File: src/rtl/alu_mul_seq.sv
// alu_mul_seq: multi-cycle shift-and-add multiplier that borrows the core's
// shared 32-bit ALU. It returns the low 32 bits of op_a*op_b.
// Each iteration takes two cycles: an ADD cycle, then an SLL cycle.
//
// state   | meaning
// --------+-----------------------------------------------------------
// S_IDLE  | waiting for start; the ALU is driven with a harmless ADD 0+0
// S_ADD   | acc + mcand on the ALU; the sum is kept only if mplier[0]=1
// S_SHIFT | mcand << 1 on the ALU; mplier >>= 1; iteration count +1
// S_DONE  | one-cycle done pulse; product_lo (= acc) is valid
module alu_mul_seq #(
   parameter bit EARLY_EXIT = 1'b1
) (
   input  logic        clk,
   input  logic        reset,
   input  logic        start,
   input  logic [31:0] op_a,
   input  logic [31:0] op_b,
   output logic        busy,
   output logic        done,
   output logic [31:0] product_lo,
   output logic [31:0] alu_src_a,
   output logic [31:0] alu_src_b,
   output logic [3:0]  alu_control,
   input  logic [31:0] alu_result
);

   localparam logic [3:0] ALU_ADD = 4'b0000;
   localparam logic [3:0] ALU_SLL = 4'b0111;

   typedef enum logic [1:0] {
      S_IDLE  = 2'd0,
      S_ADD   = 2'd1,
      S_SHIFT = 2'd2,
      S_DONE  = 2'd3
   } state_t;

   state_t      state, state_nx;
   logic [31:0] acc;
   logic [31:0] mcand;
   logic [31:0] mplier;
   logic [5:0]  cnt;
   logic [5:0]  cnt_inc;
   logic [31:0] mplier_sh;

   assign cnt_inc    = cnt + 6'd1;
   assign mplier_sh  = {1'b0, mplier[31:1]};
   assign product_lo = acc;
   assign busy       = (state == S_ADD) || (state == S_SHIFT);
   assign done       = (state == S_DONE);

   // State register; a reset aborts any operation in flight.
   always_ff @(posedge clk or posedge reset) begin
      if (reset) state <= S_IDLE;
      else       state <= state_nx;
   end

   // Next-state logic and ALU operand steering.
   always_comb begin
      state_nx    = state;
      alu_control = ALU_ADD;
      alu_src_a   = 32'd0;
      alu_src_b   = 32'd0;
      case (state)
         S_IDLE: begin
            if (start) begin
               if (EARLY_EXIT && (op_b == 32'd0)) state_nx = S_DONE;
               else                               state_nx = S_ADD;
            end
         end
         S_ADD: begin
            alu_src_a = acc;
            alu_src_b = mcand;
            state_nx  = S_SHIFT;
         end
         S_SHIFT: begin
            alu_control = ALU_SLL;
            alu_src_a   = mcand;
            alu_src_b   = 32'd1;
            if ((cnt_inc == 6'd32) || (EARLY_EXIT && (mplier_sh == 32'd0)))
               state_nx = S_DONE;
            else
               state_nx = S_ADD;
         end
         S_DONE: begin
            state_nx = S_IDLE;
         end
         default: begin
            state_nx = S_IDLE;
         end
      endcase
   end

   // Datapath registers. Every arithmetic result comes from the shared ALU.
   always_ff @(posedge clk or posedge reset) begin
      if (reset) begin
         acc    <= 32'd0;
         mcand  <= 32'd0;
         mplier <= 32'd0;
         cnt    <= 6'd0;
      end else begin
         case (state)
            S_IDLE: begin
               if (start) begin
                  acc    <= 32'd0;
                  mcand  <= op_a;
                  mplier <= op_b;
                  cnt    <= 6'd0;
               end
            end
            S_ADD: begin
               if (mplier[0]) acc <= alu_result;
            end
            S_SHIFT: begin
               mcand  <= alu_result;
               mplier <= mplier_sh;
               cnt    <= cnt_inc;
            end
            default: begin
            end
         endcase
      end
   end

endmodule

File: config.mk
export PLATFORM = sky130hd
export DESIGN_NAME = alu_mul_seq
export DESIGN_NICKNAME = d
export VERILOG_FILES = /design/src/rtl/alu_mul_seq.sv
export SDC_FILE = /design/constraint.sdc
export NUM_CORES = 1
export LEC_CHECK = 0
export CAP_MARGIN = 20
export CORE_ASPECT_RATIO = 0.5
export CORE_UTILIZATION = 49
export DETAILED_ROUTE_END_ITERATION = 8
export PLACE_DENSITY = 0.87
export SLEW_MARGIN = 20
export SYNTH_ARGS = -nofsm -noshare
export SYNTH_HDL_FRONTEND = slang
export SYNTH_SLANG_ARGS = --single-unit
File: constraint.sdc
create_clock -name clk -period 6.7 [get_ports clk]
set_clock_uncertainty 0.2 [all_clocks]
set_input_delay 1.34 -clock clk [delete_from_list [all_inputs] [get_ports clk]]
set_output_delay 1.34 -clock clk [all_outputs]
set_load 0.02 [all_outputs]
==> results.md <==
* Die area at 0.0116 mm²
* Crit end category: output pin
* Worst Hold Depth at 2
* Top-count cell post-synth: nand2_1
* Static leakage at 0.00323 µW
* Crit path from: state[0]
* Crit path DAT at 3480 ps
* Diode count at 0
* R2R depth at 7
* Vias in the first global route at 4757
* Final setup fails at 0
* Num ports at 201
* Warnings from Yosys at 0
* Slew Limit Fails at 0
* Cells after DPL at 875
* Tot GR Track Use at 0.268
* CTS max path bufs at 2
* Worst-Margin Slew at 1020 ps
* Die Wd at 151 µm
* Hold Crit Class: reg -> reg
* Post-route minimum period at 5020 ps
* CP max stage delay at 970 ps
* Hold WS at 300 ps
* Synth Flop Type: dfrtp_1
* Sequential Power Share at 0.350
* DP HPWL at 10400 µm
* CTS buffer count at 9
* Yosys reg bits at 104
* Post-synth top cells: nand2_1 (135), dfrtp_1 (104), o21ai_1 (80), mux2i_1 (63), a22o_1 (32)
* Core Region at 0.0105 mm²
* CTS tree: done
* Layout fillers at 799
* Number of flops mapped to enable cells by yosys at 0
* Cell type with the largest total area after synthesis: dfrtp_1
* Tot Pwr at 3140 µW
* CP startpoint kind: flop
* Antenna Nets Post-Route at 0
* Reg-to-reg slack, setup at 4100 ps
* P&R area growth vs syn at 41.4%
* Mapped cell area at 0.00544 mm²
* Crit path max fanout at 34
* Cells after Synth at 580
* 1st-iter DRT viols at 297
* First-pass GRT wire length at 24200 µm
* Sw Share at 0.435
* Worst path cell trace: inv_1 > ha_1 > and2_2 > a22o_1 > clkdlybuf4s50_1
* TNS Setup at 0 ps
* Root Driver: clkbuf_16
* Hold EP: mplier[0]
* Pin count of the biggest net entering global routing at 73
* Layout cells sized above 1 at 0.0466
* Initial antenna violation count at 0
* Non-filler cells, final at 891
* DR WL/cell at 16.9 µm
* Core Rows at 26
* Reg2reg start: state[1]
* CP Class: reg -> out
* GRT overflow at 0
* Yosys cell types at 39
* H-tree depth at 3
* Sequential element share of the synthesized area at 0.478
* DR DRC count at 0
* Starting Density at 0.518
* Post_cts resized at 0
* Clock share of power at 0.159
* Buffers on Ports at 199
* Min-delay src: mplier[0]
* Clk Latency, worst-skew pair at 340 ps
* CTS sink cnt at 104
* Vias per inst at 5.51
* CP max stage cell: ha_1
* Top cell type's share of synthesized area at 0.478
* Switching power total at 1370 µW
* Max-cap violations at 0
* Post-CTS Setup Bufs at 0
* Final wirelength at 15000 µm
* Max VDD drop at 0.332 mV
* DIE HEIGHT at 76.5 µm
* Top post-synthesis cells by area: dfrtp_1 (48%), mux2i_1 (12%), nand2_1 (9.3%)
* Critical Path RT at 5160 ps
* Worst r2r dst: product_lo[25]
* DR pass1 iterations at 4
* Avg Cell Area, Syn at 9.39 µm²
* Ys async rst share at 1.00
* Clk pin slew, worst setup/hold paths at 70 ps
* Final Hold Viols at 0
* P_int at 1780 µW
* Combinational Power Share at 0.490
* F_max at 199 MHz
* Status: completed
* Final GP Congestion at 0.805
* Period utilisation layout at 0.750
* Hold buffer count at cts at 0
* Vias post-DR at 4909
* Syn Nets at 685
* Final nets at 851
* Relative slew slack at 0.322
* Pwr/cell area at 408 mW/mm²
* RSZ-0062 raised after global routing: false
## power by group through the flow
stage | logic, µW | registers, µW | clock network (µW)
final | 1540 | 1100 | 501
after global routing | 1680 | 1130 | 543
after CTS | 1540 | 1100 | 511
after detailed placement | 1540 | 1110 | 0
after global placement | 1490 | 1100 | 0
after floorplan | 1000 | 1090 | 0
## worst max-delay path: cells and delay by family, from the launching register on
kind	cells	cell delay [ps]
compound gates	1	270
flops	1	410
simple gates	1	770
buf+inv	2	710
fa+ha+maj	1	970
## kinds of logic after synthesis
group / Yosys count / share of synthesized area
DFF: 104 / 0.478
adders and majority gates: 6 / 0.0138
AOI/OAI and AO/OA: 147 / 0.165
other: 1 / 0.000689
buffers and inverters: 56 / 0.0529
muxes: 63 / 0.116
and+or+nand+nor: 202 / 0.172
xor gates and xnor gates: 1 / 0.00161
## layout make-up
cell class                      count  area, µm²  share of cell area
Clock buffer                        9        225              0.0292
Clock inverter                      7       56.3             0.00731
Inverter                            6       25.0             0.00325
Multi-Input combinational cell    420       2580               0.335
Sequential cell                   104       2600               0.338
Tap cell                          140        175              0.0227
Timing Repair Buffer              205       2040               0.265
## placed cells by master, fill, tap and decap left out, drive strengths merged, types with 6 or more instances in the layout
cell type / netlist / final
clkbuf: 23 / 9
inv: 6 / 8
ha: 6 / 6
o21ai: 102 / 102
clkdlybuf4s50: 0 / 199
a22o: 32 / 32
buf: 27 / 6
nand2: 135 / 135
mux2i: 63 / 63
and3: 32 / 32
dfrtp: 104 / 104
nor4: 15 / 15
## how the worst max path moves through the flow
stage / to / slack [ps] / cells after the start
4_1_cts: alu_src_a[27] / 1320 / 5
3_3_place_gp: alu_src_a[5] / 1910 / 5
5_1_grt: alu_src_a[27] / 1490 / 5
3_5_place_dp: alu_src_a[27] / 1690 / 5
6_report: alu_src_a[27] / 1680 / 5
2_1_floorplan: cnt[0] / 2430 / 1
## sequential cells by signal, indices dropped and copies added, names as in the netlist
| name | cells |
|---|---|
| mplier | 32 |
| cnt | 6 |
| state | 2 |
| mcand | 32 |
| product_lo | 32 |
## layer usage
metal,wire [µm],up-vias,global-route usage
met5,0,-,0
met1,6310,2359,0.339
met4,396,0,0.0980
met3,693,34,0.0503
met2,7640,145,0.456
li1,-,2371,-
## stage by stage
| stage | worst slack [ps] | cell area, µm² | utilization |
|---|---|---|---|
| CTS | 1320 | 7700 | 0.733 |
| floorplan | 2430 | 5440 | - |
| finish | 1680 | 7700 | 0.733 |
| detailed placement | 1690 | 7420 | 0.706 |
| global route | 1490 | 7700 | 0.733 |
| global placement | 1910 | 7420 | 0.706 |
(Power assumes the default switching activity.)
